## src/rtl/det3_dfs_core_pkg.sv

```systemverilog
// det3_dfs_core shared types, frame schedule and Sarrus term table.
// Everything the core computes is modulo 2^W.
package det3_dfs_core_pkg;

  localparam int W         = 16;
  localparam int FRAME_LEN = 32;
  localparam int CW        = $clog2(FRAME_LEN);

  localparam int CAP_END   = 8;
  localparam int D1_START  = 9;
  localparam int D1_LATCH  = 16;
  localparam int D2_START  = 15;
  localparam int D2_LATCH  = 22;
  localparam int DM_OP     = 23;
  localparam int DM_LATCH  = 25;
  localparam int OUT_START = 26;
  localparam int TERM_END  = D2_START + 5;

  typedef logic [CW-1:0]       cnt_t;
  typedef logic [3:0]          idx_t;
  typedef logic signed [W-1:0] data_t;

  typedef enum logic [1:0] {
    PH_IDLE,
    PH_CAP,
    PH_TERM,
    PH_DM
  } phase_t;

  typedef struct packed {
    idx_t a;
    idx_t b;
    idx_t c;
    logic neg;
  } term_t;

  // 0..5 build det_1, 6..11 build det_2 from the row-reversed matrix
  function automatic term_t term_lut(idx_t t);
    term_t r;
    r = '0;
    unique case (t)
      4'd0:    r = '{4'd0, 4'd4, 4'd8, 1'b0};
      4'd1:    r = '{4'd1, 4'd5, 4'd6, 1'b0};
      4'd2:    r = '{4'd2, 4'd3, 4'd7, 1'b0};
      4'd3:    r = '{4'd2, 4'd4, 4'd6, 1'b1};
      4'd4:    r = '{4'd0, 4'd5, 4'd7, 1'b1};
      4'd5:    r = '{4'd1, 4'd3, 4'd8, 1'b1};
      4'd6:    r = '{4'd6, 4'd4, 4'd2, 1'b0};
      4'd7:    r = '{4'd7, 4'd5, 4'd0, 1'b0};
      4'd8:    r = '{4'd8, 4'd3, 4'd1, 1'b0};
      4'd9:    r = '{4'd8, 4'd4, 4'd0, 1'b1};
      4'd10:   r = '{4'd6, 4'd5, 4'd1, 1'b1};
      4'd11:   r = '{4'd7, 4'd3, 4'd2, 1'b1};
      default: r = '0;
    endcase
    return r;
  endfunction

  function automatic phase_t phase_of(cnt_t c);
    phase_t p;
    p = PH_IDLE;
    if (c <= cnt_t'(CAP_END))
      p = PH_CAP;
    else if (c >= cnt_t'(D1_START) &&
             c <= cnt_t'(TERM_END))
      p = PH_TERM;
    else if (c == cnt_t'(DM_OP))
      p = PH_DM;
    return p;
  endfunction

  function automatic idx_t idx_of(cnt_t c);
    idx_t i;
    i = '0;
    if (c <= cnt_t'(CAP_END))
      i = idx_t'(c);
    else if (c >= cnt_t'(D1_START) &&
             c <= cnt_t'(TERM_END))
      i = idx_t'(c - cnt_t'(D1_START));
    return i;
  endfunction

endpackage

```

## src/rtl/det3_dfs_core_if.sv

```systemverilog
// Stream and MACC3 bus of det3_dfs_core.
// master is the core side, slave the stream source and MACC unit.
interface det3_dfs_core_if;
  import det3_dfs_core_pkg::*;

  logic  sync_in;
  logic  sync_out;
  data_t in;
  data_t out;
  data_t MACC3_0_A;
  data_t MACC3_0_B;
  data_t MACC3_0_C;
  logic  MACC3_0_clear;
  logic  MACC3_0_sub;
  data_t MACC3_0_Y;

  modport master (
    input  in,
    input  MACC3_0_Y,
    output sync_in,
    output sync_out,
    output out,
    output MACC3_0_A,
    output MACC3_0_B,
    output MACC3_0_C,
    output MACC3_0_clear,
    output MACC3_0_sub
  );

  modport slave (
    output in,
    output MACC3_0_Y,
    input  sync_in,
    input  sync_out,
    input  out,
    input  MACC3_0_A,
    input  MACC3_0_B,
    input  MACC3_0_C,
    input  MACC3_0_clear,
    input  MACC3_0_sub
  );

endinterface

```

## src/rtl/det3_dfs_core_sched.sv

```systemverilog
// Frame counter for det3_dfs_core.
// Phase, operand index and clear are registered from the next count.
module det3_sched
  import det3_dfs_core_pkg::*;
(
  input  logic   clk,
  input  logic   rst,
  output cnt_t   cnt,
  output phase_t phase,
  output idx_t   idx,
  output logic   clear,
  output logic   sync
);

  cnt_t cnt_nxt;

  assign cnt_nxt = (cnt == cnt_t'(FRAME_LEN - 1)) ?
                   '0 : cnt + 1'b1;

  // Counter idles at 0 in reset, so sync must be masked
  assign sync = (cnt == '0) && !rst;

  always_ff @(posedge clk or posedge rst) begin
    if (rst) begin
      cnt   <= '0;
      phase <= PH_CAP;
      idx   <= '0;
      clear <= 1'b0;
    end else begin
      cnt   <= cnt_nxt;
      phase <= phase_of(cnt_nxt);
      idx   <= idx_of(cnt_nxt);
      clear <= (cnt_nxt == cnt_t'(D1_START)) ||
               (cnt_nxt == cnt_t'(D2_START)) ||
               (cnt_nxt == cnt_t'(DM_OP));
    end
  end

endmodule

```

## src/rtl/det3_dfs_core.sv

```systemverilog
// Statically scheduled 3x3 determinant core driving one MACC3 unit.
// Emits det_1, det_2 and det_1*det_2 once per frame.
module det3_dfs_core
  import det3_dfs_core_pkg::*;
(
  input  logic              clk,
  input  logic              rst,
  det3_dfs_core_if.master   bus
);

  cnt_t   cnt;
  phase_t phase;
  idx_t   idx;
  logic   clr;
  logic   sync;
  term_t  t;

  data_t  m [9];
  data_t  det_1;
  data_t  det_2;
  data_t  det_m;

  det3_sched u_sched (
    .clk   (clk),
    .rst   (rst),
    .cnt   (cnt),
    .phase (phase),
    .idx   (idx),
    .clear (clr),
    .sync  (sync)
  );

  assign bus.sync_in = sync;
  assign t = term_lut(idx);

  always_comb begin
    bus.MACC3_0_A     = '0;
    bus.MACC3_0_B     = '0;
    bus.MACC3_0_C     = '0;
    bus.MACC3_0_clear = 1'b0;
    bus.MACC3_0_sub   = 1'b0;
    unique case (1'b1)
      (phase == PH_TERM): begin
        bus.MACC3_0_A     = m[t.a];
        bus.MACC3_0_B     = m[t.b];
        bus.MACC3_0_C     = m[t.c];
        bus.MACC3_0_clear = clr;
        bus.MACC3_0_sub   = t.neg;
      end
      (phase == PH_DM): begin
        bus.MACC3_0_A     = det_1;
        bus.MACC3_0_B     = det_2;
        bus.MACC3_0_C     = data_t'(1);
        bus.MACC3_0_clear = clr;
      end
      default: ;
    endcase
  end

  always_ff @(posedge clk or posedge rst) begin
    if (rst) begin
      for (int i = 0; i < 9; i++)
        m[i] <= '0;
    end else if (phase == PH_CAP) begin
      m[idx] <= bus.in;
    end
  end

  // Y carries an op's result two cycles after issue
  always_ff @(posedge clk or posedge rst) begin
    if (rst) begin
      det_1 <= '0;
      det_2 <= '0;
      det_m <= '0;
    end else begin
      if (cnt == cnt_t'(D1_LATCH))
        det_1 <= bus.MACC3_0_Y;
      if (cnt == cnt_t'(D2_LATCH))
        det_2 <= bus.MACC3_0_Y;
      if (cnt == cnt_t'(DM_LATCH))
        det_m <= bus.MACC3_0_Y;
    end
  end

  always_ff @(posedge clk or posedge rst) begin
    if (rst) begin
      bus.out      <= '0;
      bus.sync_out <= 1'b0;
    end else begin
      bus.sync_out <= 1'b0;
      unique case (1'b1)
        (cnt == cnt_t'(OUT_START - 1)): begin
          bus.out      <= det_1;
          bus.sync_out <= 1'b1;
        end
        (cnt == cnt_t'(OUT_START)):
          bus.out <= det_2;
        (cnt == cnt_t'(OUT_START + 1)):
          bus.out <= det_m;
        default: ;
      endcase
    end
  end

endmodule

```

## src/flat_wrapper.sv

```systemverilog
// flat-port wrapper written by rule: the top's interface ports become plain ports
module det3_dfs_core_flat import det3_dfs_core_pkg::*;
  (clk, rst, bus_in, bus_MACC3_0_Y, bus_sync_in, bus_sync_out, bus_out, bus_MACC3_0_A, bus_MACC3_0_B, bus_MACC3_0_C, bus_MACC3_0_clear, bus_MACC3_0_sub);
  det3_dfs_core_if bus_i ();
  input  logic clk;
  input  logic rst;
  input wire logic [$bits(bus_i.in)-1:0] bus_in;
  input wire logic [$bits(bus_i.MACC3_0_Y)-1:0] bus_MACC3_0_Y;
  output wire logic [$bits(bus_i.sync_in)-1:0] bus_sync_in;
  output wire logic [$bits(bus_i.sync_out)-1:0] bus_sync_out;
  output wire logic [$bits(bus_i.out)-1:0] bus_out;
  output wire logic [$bits(bus_i.MACC3_0_A)-1:0] bus_MACC3_0_A;
  output wire logic [$bits(bus_i.MACC3_0_B)-1:0] bus_MACC3_0_B;
  output wire logic [$bits(bus_i.MACC3_0_C)-1:0] bus_MACC3_0_C;
  output wire logic [$bits(bus_i.MACC3_0_clear)-1:0] bus_MACC3_0_clear;
  output wire logic [$bits(bus_i.MACC3_0_sub)-1:0] bus_MACC3_0_sub;
  assign bus_i.in = bus_in;
  assign bus_i.MACC3_0_Y = bus_MACC3_0_Y;
  assign bus_sync_in = bus_i.sync_in;
  assign bus_sync_out = bus_i.sync_out;
  assign bus_out = bus_i.out;
  assign bus_MACC3_0_A = bus_i.MACC3_0_A;
  assign bus_MACC3_0_B = bus_i.MACC3_0_B;
  assign bus_MACC3_0_C = bus_i.MACC3_0_C;
  assign bus_MACC3_0_clear = bus_i.MACC3_0_clear;
  assign bus_MACC3_0_sub = bus_i.MACC3_0_sub;
  det3_dfs_core u_core (.clk(clk), .rst(rst), .bus(bus_i));
endmodule
```

## config.mk

```make
export PLATFORM = sky130hd
export DESIGN_NAME = det3_dfs_core_flat
export DESIGN_NICKNAME = d
export VERILOG_FILES = /design/src/rtl/det3_dfs_core_pkg.sv /design/src/rtl/det3_dfs_core_if.sv /design/src/rtl/det3_dfs_core_sched.sv /design/src/rtl/det3_dfs_core.sv /design/src/flat_wrapper.sv
export SDC_FILE = /design/constraint.sdc
export NUM_CORES = 1
export LEC_CHECK = 0
export ABC_AREA = 1
export CORE_MARGIN = 5
export CORE_UTILIZATION = 53
export CTS_BUF_LIST = sky130_fd_sc_hd__clkbuf_16
export CTS_CLUSTER_SIZE = 25
export DETAILED_ROUTE_END_ITERATION = 8
export DONT_BUFFER_PORTS = 1
export GPL_TIMING_DRIVEN = 0
export PLACE_DENSITY = 0.72
export SYNTH_ARGS = -nofsm -noshare
export SYNTH_HDL_FRONTEND = slang
export SYNTH_SLANG_ARGS = --single-unit
```

## constraint.sdc

```tcl
create_clock -name clk -period 12.1 [get_ports clk]
set_input_delay 1.815 -clock clk [delete_from_list [all_inputs] [get_ports clk]]
set_output_delay 1.815 -clock clk [all_outputs]
set_load 0.005 [all_outputs]
```

# After elaboration in Yosys (flattened, before gate mapping)
# Memories as Yosys holds them, arrays and structs flattened.
# Index checks and enable logic that the tools add are counted.
# totals
register_bits	221
latchBits	0
ram_bits	0
rom_bits	192
mem_count	1
# op_classes
n_addsub	2
mul	0
n_div	0
order_cmp	8
n_eq_ne	12
shift	0
muxes	25
bitwise	4
n_reduce_logical	9
# mem_list
memory	words	word_bits	rd	rd_clocked_by_memory_dff	wr	line_no	rtl
(no name shown)	16	12	1	0	0	det3_dfs_core_pkg.sv:41	unique case (t)
# ops
cell	n
$bmux W16 S4	3
$bwmux W144	1
$mux W16	7
$pmux W16 S2	3
$demux W16 S4	1
$pmux W16 S3	1
$eq A5 B5 Y1 const B	7
$ge A5 B5 Y1 const B	4
$not A4 Y5	4
$eq A5 B4 Y1 const B	2
$mux W4	2
$mux W2	3
$add A5 B1 Y5 const B	1
$ge A5 B4 Y1 const B	1
$le A5 B4 Y1 const B	1
$le A5 B5 Y1 const B	1
$logic_not A5 Y1	1
$lt A5 B1 Y1 const B	1
$mux W5	1
$eq A2 B2 Y1 const B	2
$sub A4 B4 Y4 const B	1
$logic_and A1 B1 Y1	3
$mux W1	3
$reduce_bool A3 Y1	1
other kinds (4)	5

# Longest topological paths before layout
# Gate-level depths: netlist of run 1.
# depth
depth_word	6
mapped_depth	15
ltp_nobuf	14

# Hierarchy
# From an unflattened synthesis of run 1, not the netlist that was laid out.
# hier_totals
cells_unflattened	1911
hier_area_um2	13427.9
# modules_own_cells
mod	n_inst	cells_each	area_each_um2	seq_area_each_um2
det3_dfs_core	1	1831	12690.9	5230.0
det3_sched	1	80	737.0	301.5

# Least setup slack after synthesis of run 1
# OpenSTA, ideal clock, no wires.
# synth_timing
path_kind	input to output
startpoint	input port rst
endpoint	output port bus_sync_in
arrival_ns	6.763
required_ns	10.285
setup_slack_ns	3.522
path_stages	3
n_path_buf	0
path_cell_list	inv_1 -> nand2_1 -> nor2_1
# synth_via
elab_chain_cells	2
# synth_rtl
element	line_no	rtl
from (decl)	flat_wrapper.sv:6	input logic rst;
$logic_not A1 Y1 (no line)	n/a	
$logic_and A1 B1 Y1	det3_dfs_core_sched.sv:21	assign sync = (cnt == '0) && !rst;
to (decl)	flat_wrapper.sv:9	output wire logic [$bits(bus_i.sync_in)-1:0] bus_sync_in;
# No other way between the ends.

# Worst setup path in the final report of run 1
# layout_timing
startpoint	register u_core.u_sched.idx[0]
endpoint	output port bus_MACC3_0_B[4]
# layout_via
elab_chain_cells	6
# layout_rtl
element	line_no	rtl
from (decl)	det3_dfs_core_sched.sv:10	output idx_t idx,
from (signal assigned)	det3_dfs_core_sched.sv:32	idx <= idx_of(cnt_nxt);
$mem_v2 Z16 W12	n/a	
$not A4 Y5 (not written as such)	det3_dfs_core.sv:45	bus.MACC3_0_B = m[t.b];
$bmux W16 S4	det3_dfs_core.sv:45	
$mux W16 (not written as such) (2 in series)	det3_dfs_core.sv:45	
$pmux W16 S2	det3_dfs_core.sv:42	unique case (1'b1)
to (decl)	flat_wrapper.sv:13	output wire logic [$bits(bus_i.MACC3_0_B)-1:0] bus_MACC3_0_B;
# No other way between the ends. The select of a mux whose other input is x is not followed.

==> results.ini, run 1 <==
[timing]
fin_crit_sh_pct = 43.4
min_period_ns = 5.26
worst_slew_pin_slew_ns = 0.895
setup_viol_count_final = 0
rsz0062_at_grt = false
skew_ns = 0.0305
finalHoldViolCount = 0
fin_tns_setup_ns = 0
holdWs_ns = 0.486
slew_headroom_pct = 40.1
drv_slew = 0
fmax_ghz = 0.190

[synth]
seq_area_frac_synth_pct = 42.0
postSynthCellCount = 1881
syn-cell-area_mm2 = 0.0132
synth.distinct_cells = 32
syn-mean-instance-area_um2 = 6.99
ys_seq_elements = 221
yosysWarnings = 0
synthesis.nets = 1927

[clock_tree]
clockRootBuffer = clkbuf_16
cts_max_path_buffers = 3
ctsHoldBuffers = 0
cts_max_level = 1
ctsResizeCount = 0
numCtsBuffers = 26
clk_pin_slew_worst_paths_ns = 0.06
post_cts_buffers = 0
insertion_delay_ns = 0.56
clkSinkCount = 221
cts_tree = done

[floorplanning]
die_area_mm2 = 0.0281
die_height_um = 168
ioPinCount = 102
die_x_um = 168
start_util_pct = 53.9
core_mm2 = 0.0244
row_count = 57

[worst_setup_path]
r2r_slack_ns = 9.70
r2r_start = u_core.u_sched.idx[1]
critPathArrivalTime_ns = 3.44
path_cells = inv_1, ha_1, inv_1, nand2_1, o211ai_2, buf_2, nand3_1, nand3_1, nand3_1, nand2_1
cp_slowest_cell = o211ai_2
cp_common_cell = nand3_1
crit_family = simple AND/OR/NAND/NOR gates
crit_fanout = 10
worstSetupPathType = reg2out
endpoint = bus_MACC3_0_B[4]
start_kind = flip-flop
crit_path_max_incr_delay_ns = 0.50
r2r_cells = 6
worst-path-stages = 10
r2r-end = u_core.m[117]
crit_path_end_kind = primary output
crit_required_ns = 10.28
crit_buf_inv = 3
crit_start = u_core.u_sched.idx[0]

[outcome]
status = finished clean

[power_and_ir_drop]
leakagePower_nw = 6.92
p_total_w = 0.00164
peakVddDrop_v = 0.000125
p_per_area_mw_per_mm2 = 114

[global_route]
gr-total-overflow = 0
grtUsageTotal_pct = 36.8
grt_first_pass_wirelength_um = 79600
antenna_found_initial = 0
grt_max_degree = 114
grt_pass1_vias = 13200

[cells_and_area]
finalNetCount = 1956
final_cell_area_mm2 = 0.0143
post_route_cells_drive_above_1_share_pct = 6.95
antenna_cells = 0
post-route-util_pct = 58.8
most-common-layout-cells = nand2_1, nand3_1, dfrtp_1
final_common_cell = nand2_1
syn2layout_area_growth_pct = 9.05

[placement]
place_congestion = 1.09
dp_hpwl_um = 40100
place_area_mm2 = 0.0136
portBuffers = 0

[detailed_routing]
drt_pass1_iterations = 6
antenna_left = 0
drt_wl_total_um = 52900
drtIter0Drc = 1778
vias = 13900
wl_per_cell_um = 23.5
avgViaCountPerCell = 6.18
drc = 0

[flow_run]
maxCapViolations = 0

[worst_hold_path]
hold_depth = 2
hp-class = reg2reg

final cells by class:
class | count | area, µm²
plain buffers | 126 | 598
clock buffers | 26 | 651
clock inverters | 19 | 100
fillers | 2350 | 10000
inverters | 142 | 546
multi-input cells | 1392 | 6490
flip-flops and latches | 221 | 5530
well taps | 324 | 405
repair buffers | 1 | 27.5
stage by stage:
| stage | setup slack [ns] | cells |
|---|---|---|
| 2_1_floorplan | 3.52 | 1881 |
| 3_3_place_gp | 1.31 | 2205 |
| 3_5_place_dp | 7.04 | 2206 |
| 4_1_cts | 7.02 | 2251 |
| 5_1_grt | 6.77 | 2251 |
| 6_report | 6.84 | 2251 |
routing by layer:
layer  part of all wire, %  track usage, %  vias up  routed length (µm)
li1                      -               -     6256                   -
met1                    37            46.0     6486               19500
met2                    44            57.6      941               23200
met3                    12            10.3      236                6380
met4                   7.1            20.7        0                3770
met5                     0               0        -                   0
Yosys cell counts:
cell	n	area (µm²)
ha_1	12	150
dfstp_2	1	26.3
o211ai_1	54	405
inv_2	10	37.5
a31oi_1	6	37.5
a211oi_4	1	20.0
nor2_1	89	334
buf_2	55	275
o211ai_2	1	12.5
xor2_1	2	17.5
nand3_1	290	1450
nand3_2	1	10.0
nand2_2	5	31.3
clkbuf_1	61	229
o21ai_0	152	761
inv_4	2	12.5
nor3_2	2	20.0
inv_1	129	484
nor2_8	1	20.0
nor2_4	4	45.0
buf_4	5	37.5
dfrtp_1	220	5510
o21ai_1	4	20.0
a21oi_4	1	16.3
nor2_2	2	12.5
nand4_1	18	113
a21oi_1	100	500
buf_6	5	56.3
a41oi_1	16	140
nand2_1	630	2360
nor3_1	1	5.00
clkinv_1	1	3.75
tightest hold or removal path, cell delays in order, from the launching register on:
cell     delay [ns]
dfrtp_1        0.35
nand2_1        0.05
o21ai_0        0.06
registers in the layout, summed over array words and instances (netlist names):
name / cells
u_core.det_2: 16
u_core.bus.sync_out: 1
u_core.det_1: 16
u_core.u_sched.cnt: 5
u_core.m: 144
u_core.u_sched.clear: 1
u_core.det_m: 16
u_core.u_sched.phase: 2
u_core.u_sched.idx: 4
u_core.bus.out: 16
worst min path at each step:
stage,start,endpoint,slack [ns]
final,u_core.det_m[7],u_core.det_m[7],0.49
after global routing,u_core.det_m[7],u_core.det_m[7],0.51
after CTS,u_core.det_m[13],u_core.det_m[13],0.49
after detailed placement,u_core.det_m[7],u_core.det_m[7],0.47
after global placement,u_core.det_m[0],u_core.det_m[0],0.47
after floorplan,u_core.det_m[0],u_core.det_m[0],0.45
logic make-up after synthesis:
logic type	synth area share, %
AO/OA/AOI/OAI	14.5
XOR/XNOR	0.133
adder cells (fa/ha/maj)	1.14
buffers and inverters	8.64
flip-flops	42.0
AND/OR/NAND/NOR	33.5
report_power, final:
group,leakage [nW],switching [W],internal (W)
logic,3.95,0.0000762,0.0000368
clock network,0.384,0.000325,0.000388
registers,2.58,0.0000366,0.000775
total,6.92,0.000437,0.00120
Note: power is estimated with default switching activity, not from simulation.
==> run 2, diff against run 1 <==
--- a/config.mk
+++ b/config.mk
@@ -13,7 +13,7 @@
 export DETAILED_ROUTE_END_ITERATION = 8
 export DONT_BUFFER_PORTS = 1
 export GPL_TIMING_DRIVEN = 0
-export PLACE_DENSITY = 0.72
+export PLACE_DENSITY = 0.75
 export SYNTH_ARGS = -nofsm -noshare
 export SYNTH_HDL_FRONTEND = slang
 export SYNTH_SLANG_ARGS = --single-unit
==> constraint.sdc (replaced) <==
create_clock -name clk -period 4.4 [get_ports clk]
set_input_delay 0.66 -clock clk [delete_from_list [all_inputs] [get_ports clk]]
set_output_delay 0.66 -clock clk [all_outputs]
set_load 0.005 [all_outputs]
==> run 2 against run 1 <==
Worst setup slack got worse by 6.5 ns; global-route usage increased by 1.2 points; utilization increased by 0.28 points; critical endpoint is now bus_MACC3_0_C[9]; design area increased by 0.47%; highest routed layer unchanged.
==> results.ini, run 2 (synthesized netlist as in run 1, its figures left out) <==
[timing]
skew_ns = 0.0158  ; -0.0147 ns
holdWs_ns = 0.0720  ; -0.414 ns
fin_crit_sh_pct = 93.3
slew_headroom_pct = 38.3  ; -1.8 points
rsz0062_at_grt = false
fin_tns_setup_ns = 0  ; unchanged
min_period_ns = 4.10
setup_viol_count_final = 0  ; unchanged
fmax_ghz = 0.244
drv_slew = 0  ; unchanged
worst_slew_pin_slew_ns = 0.915  ; +0.0203 ns
finalHoldViolCount = 0  ; unchanged

[floorplanning]
start_util_pct = 53.9  ; unchanged
row_count = 57  ; unchanged
die_area_mm2 = 0.0281  ; unchanged
die_height_um = 168  ; unchanged
core_mm2 = 0.0244  ; unchanged
die_x_um = 168  ; unchanged
ioPinCount = 102  ; unchanged

[worst_setup_path]
crit_family = compound AO/OA/AOI/OAI gates
worstSetupPathType = reg2out
crit_buf_inv = 4  ; +1
crit_path_end_kind = primary output
start_kind = flip-flop
critPathArrivalTime_ns = 3.44  ; about the same
crit_path_max_incr_delay_ns = 0.73  ; +0.23 ns
cp_common_cell = inv_1
crit_fanout = 10  ; unchanged
cp_slowest_cell = o21ai_0
crit_required_ns = 3.74  ; -6.54 ns
path_cells = inv_1, ha_1, inv_1, o21ai_0, inv_1, clkbuf_1, a31oi_1, nor2_1

[detailed_routing]
wl_per_cell_um = 24.0  ; +2.3%
avgViaCountPerCell = 6.20  ; +0.28%
antenna_left = 0  ; unchanged
drc = 0  ; unchanged
drt_pass1_iterations = 6  ; unchanged
drt_wl_total_um = 54100  ; +2.4%
vias = 14000  ; +0.42%
drtIter0Drc = 1918  ; +7.9%

[outcome]
status = finished clean

[global_route]
grtUsageTotal_pct = 38.0  ; +1.2 points
grt_first_pass_wirelength_um = 81900  ; +2.9%
grt_pass1_vias = 13300  ; +0.79%
grt_max_degree = 45  ; -61%
antenna_found_initial = 0  ; unchanged
gr-total-overflow = 0  ; unchanged

[placement]
place_congestion = 1.08  ; -0.76%
dp_hpwl_um = 41400  ; +3.2%
portBuffers = 0  ; unchanged
place_area_mm2 = 0.0137  ; +0.51%

[flow_run]
maxCapViolations = 0  ; unchanged

[power_and_ir_drop]
p_per_area_mw_per_mm2 = 315  ; +180%
leakagePower_nw = 6.95  ; +0.35%
peakVddDrop_v = 0.000275  ; +120%

[clock_tree]
cts_tree = done
clkSinkCount = 221  ; unchanged
ctsResizeCount = 0  ; unchanged
clockRootBuffer = clkbuf_16
cts_max_level = 1  ; unchanged
cts_max_path_buffers = 3  ; unchanged
insertion_delay_ns = 0.56  ; about the same
clk_pin_slew_worst_paths_ns = 0.06  ; about the same
numCtsBuffers = 25  ; -3.8%
ctsHoldBuffers = 0  ; unchanged
post_cts_buffers = 0  ; unchanged

[cells_and_area]
finalNetCount = 1959  ; +0.15%
largest_register = u_core.m
syn2layout_area_growth_pct = 9.57
largest_reg_flops = 144  ; unchanged
most-common-layout-cells = nand2_1, nand3_1, dfrtp_1
antenna_cells = 0  ; unchanged
post-route-util_pct = 59.1  ; +0.28 points
post_route_cells_drive_above_1_share_pct = 6.99  ; +0.041 points
final_common_cell = nand2_1
final_cell_area_mm2 = 0.0144  ; +0.47%

[worst_hold_path]
hp-class = in2async

## run 2: cell types whose count changed in the layout (fill, tap and decap cells not counted), sizes merged
cell	before	now
buf	66	70
bufinv	0	1
clkbuf	87	86
inv	145	144
## run 2: metal layers
layer	share of wire (%)	track usage [%]	vias to the layer above
li1	-	-	6276
met1	37	49.4	6491
met2	45	59.3	996
met3	11	8.51	214
met4	6.9	20.6	0
met5	0	0	-
## run 2: power by group
group / switching, W / internal [W] / total (W)
clock network: 0.000898 / 0.00109 / 0.00199
registers: 0.000104 / 0.00213 / 0.00223
logic: 0.000212 / 0.000107 / 0.000319
## run 2: area by class of cell
type | instances | area [µm²]
clock inverter | 19 | 124
buffer | 126 | 598
fill | 2336 | 9980
sequential | 221 | 5530
inverter | 142 | 542
timing repair buffer | 5 | 100
tap | 324 | 405
multi-input combinational | 1392 | 6490
clock buffer | 25 | 626
## run 2: path summary, 6_finish.rpt
| path | start | to | slack (ns) | cells past startpoint |
|---|---|---|---|---|
| max in group asynchronous | rst | u_core.m[85] | 3.38 | 3 |
| min | rst | u_core.u_sched.cnt[0] | 0.07 | 1 |
| min in group clk | bus_in[8] | u_core.m[56] | 0.22 | 2 |
| max | u_core.u_sched.idx[1] | bus_MACC3_0_C[9] | 0.30 | 8 |
| max reg2reg | u_core.u_sched.cnt[0] | u_core.bus.out[11] | 2.07 | 9 |
| min reg2reg | u_core.det_m[7] | u_core.det_m[7] | 0.48 | 2 |
## run 2: metrics by stage
stage | worst slack, ns | total power (W) | cells
finish | 0.296 | 0.00454 | 2254
global route | 0.227 | 0.00470 | 2254
CTS | 0.436 | 0.00453 | 2254
detailed placement | 1.02 | 0.00258 | 2210
global placement | -1.58 | 0.00256 | 2205
floorplan | -0.264 | 0.00245 | 1881
==> run 3, diff against run 2 <==
--- a/config.mk
+++ b/config.mk
@@ -6,14 +6,16 @@
 export NUM_CORES = 1
 export LEC_CHECK = 0
 export ABC_AREA = 1
+export CELL_PAD_IN_SITES_DETAIL_PLACEMENT = 0
+export CELL_PAD_IN_SITES_GLOBAL_PLACEMENT = 1
 export CORE_MARGIN = 5
-export CORE_UTILIZATION = 53
+export CORE_UTILIZATION = 42
 export CTS_BUF_LIST = sky130_fd_sc_hd__clkbuf_16
 export CTS_CLUSTER_SIZE = 25
 export DETAILED_ROUTE_END_ITERATION = 8
 export DONT_BUFFER_PORTS = 1
 export GPL_TIMING_DRIVEN = 0
-export PLACE_DENSITY = 0.75
+export PLACE_DENSITY = 0.8
 export SYNTH_ARGS = -nofsm -noshare
 export SYNTH_HDL_FRONTEND = slang
 export SYNTH_SLANG_ARGS = --single-unit
==> run 3 against run 2 <==
Clock skew shrank 0.0055 ns; sequential share of layout area is 0.42 points lower; design area up 1.1%; sequential power about the same; clock-buffer cell count increased by 2.
==> results.ini, run 3 (synthesized netlist as in run 1, its figures left out) <==
[outcome]
status = finished clean

[global_route]
gr-total-overflow = 0  ; unchanged
grt_pass1_vias = 13300  ; -0.47%
grt_max_degree = 44  ; -2.2%
antenna_found_initial = 1  ; +1
grtUsageTotal_pct = 31.8  ; -6.2 points
grt_first_pass_wirelength_um = 85100  ; +3.9%

[power_and_ir_drop]
swShare_pct = 26.1  ; -0.61 points
p_per_area_mw_per_mm2 = 321  ; +1.9%
leakagePower_nw = 6.99  ; +0.65%
internal_power_w = 0.00346  ; +3.9%
power_frac_seq_pct = 47.6  ; -1.6 points
p_switching_w = 0.00122  ; +0.69%
p_clk_share_pct = 45.7  ; +1.9 points
comb_power_share_pct = 6.8  ; -0.2 points
p_total_w = 0.00468  ; +3.0%
peakVddDrop_v = 0.000294  ; +6.7%

[floorplanning]
start_util_pct = 42.8  ; -11 points
core_mm2 = 0.0307  ; +26%
die_height_um = 187  ; +12%
row_count = 64  ; +12%
die_area_mm2 = 0.0350  ; +25%
ioPinCount = 102  ; unchanged
die_x_um = 187  ; +12%

[placement]
place_congestion = 0.965  ; -11%
portBuffers = 0  ; unchanged
placedCellCount = 2282  ; +3.3%
dp_hpwl_um = 44100  ; +6.7%

[cells_and_area]
fin_cells = 2330  ; +3.4%
syn2layout_area_growth_pct = 10.8
n_fill_cell = 3249  ; +39%
ff_latch_area_mm2 = 0.00553  ; unchanged
finalNetCount = 1961  ; +0.10%
multi_input_area_mm2 = 0.00649  ; unchanged
final_common_cell = nand2_1
post_route_cells_drive_above_1_share_pct = 7.14  ; +0.14 points
largest_register = u_core.m
most-common-layout-cells = nand2_1, nand3_1, dfrtp_1
largest_reg_flops = 144  ; unchanged

[flow_run]
maxCapViolations = 0  ; unchanged

[clock_tree]
cts_max_level = 1  ; unchanged
ctsResizeCount = 0  ; unchanged
clkSinkCount = 221  ; unchanged
clockRootBuffer = clkbuf_16
ctsHoldBuffers = 0  ; unchanged
post_cts_buffers = 0  ; unchanged
cts_tree = done
numCtsBuffers = 27  ; +8.0%
cts_max_path_buffers = 3  ; unchanged
clk_pin_slew_worst_paths_ns = 0.06  ; about the same
insertion_delay_ns = 0.55  ; about the same

[detailed_routing]
antenna_left = 0  ; unchanged
drc = 0  ; unchanged
dr_wl_met2_um = 26300  ; +8.7%
route.layer.met1.wl_um = 22600  ; +12%
wl_met3_um = 4820  ; -20%
vias = 13700  ; -1.9%
highest_layer = met4
avgViaCountPerCell = 5.89  ; -5.1%
drt_pass1_iterations = 6  ; unchanged
drt_wl_total_um = 57100  ; +5.4%
wl_per_cell_um = 24.5  ; +2.0%
drtIter0Drc = 1295  ; -32%

[timing]
worst_slew_pin_slew_ns = 0.964  ; +0.0486 ns
setup_viol_count_final = 0  ; unchanged
finalHoldViolCount = 0  ; unchanged
fin_tns_setup_ns = 0  ; unchanged
min_period_ns = 4.04  ; -0.0616 ns
rsz0062_at_grt = false
drv_slew = 0  ; unchanged
fmax_ghz = 0.247  ; +1.5%
fin_crit_sh_pct = 91.9  ; -1.4 points
skew_ns = 0.0103  ; -0.00550 ns
holdWs_ns = 0.173  ; +0.101 ns
slew_headroom_pct = 35.5  ; -2.8 points

[worst_setup_path]
start_kind = flip-flop
crit_required_ns = 3.74  ; about the same
crit_path_end_kind = primary output
worstSetupPathType = reg2out
crit_fanout = 10  ; unchanged
critPathArrivalTime_ns = 3.38  ; -0.06 ns

[worst_hold_path]
hp-class = in2async

run 3: cell types whose count changed in the layout (fill, tap and decap cells not counted), sizes merged:
cell and delta:
clkinvlp -1, diode +1, bufinv +1, clkinv -1
inv +2, clkbuf +2
run 3: area by class of cell:
| cell class | count | share of cell area (%) |
|---|---|---|
| Clock inverter | 20 | 0.962 |
| Antenna cell | 1 | 0.0172 |
| Sequential cell | 221 | 38.0 |
| Timing Repair Buffer | 5 | 0.687 |
| Tap cell | 396 | 3.40 |
| Buffer | 126 | 4.10 |
| Inverter | 142 | 3.72 |
| Clock buffer | 27 | 4.64 |
| Multi-Input combinational cell | 1392 | 44.5 |
run 3: worst max-delay path: stages, from the launching register on:
cell and delay, ns:
dfrtp_1 0.46, inv_1 0.14, ha_1 0.33, inv_1 0.06
nand2_1 0.06, nand2_1 0.06, nand2_1 0.05, nand2_2 0.23
clkbuf_1 0.63, o211ai_1 0.27, nand3_1 0.12, nand3_1 0.21
nand2_1 0.21
run 3: per-layer routing:
metal	global-route usage [%]	vias to the layer above
met4	15.4	0
li1	-	6280
met2	51.7	704
met5	0	-
met3	5.56	168
met1	41.3	6564
run 3: through the flow:
| stage | utilization, % | setup slack (ns) | instance area (µm²) |
|---|---|---|---|
| floorplan | - | -0.264 | 13200 |
| global placement | 44.4 | -1.74 | 13700 |
| detailed placement | 44.7 | 0.964 | 13800 |
| CTS | 47.4 | 0.388 | 14600 |
| global route | 47.4 | 0.194 | 14600 |
| finish | 47.4 | 0.358 | 14600 |
run 3: final timing paths:
kind / from / end / slack (ns) / depth (start not counted)
min: rst / u_core.m[65] / 0.17 / 1
max in group asynchronous: rst / u_core.m[116] / 3.23 / 3
max: u_core.u_sched.idx[0] / bus_MACC3_0_B[11] / 0.36 / 12
min reg2reg: u_core.det_m[5] / u_core.det_m[5] / 0.49 / 2
min in group clk: bus_in[11] / u_core.m[75] / 0.24 / 2
max reg2reg: u_core.u_sched.idx[1] / u_core.m[5] / 2.01 / 6
run 3: power groups by stage:
| stage | Clock (W) | Combinational (W) | Sequential [W] |
|---|---|---|---|
| finish | 0.00214 | 0.000316 | 0.00223 |
| global route | 0.00224 | 0.000362 | 0.00224 |
| CTS | 0.00215 | 0.000318 | 0.00222 |
| detailed placement | 0 | 0.000316 | 0.00226 |
| global placement | 0 | 0.000298 | 0.00226 |
| floorplan | 0 | 0.000222 | 0.00223 |
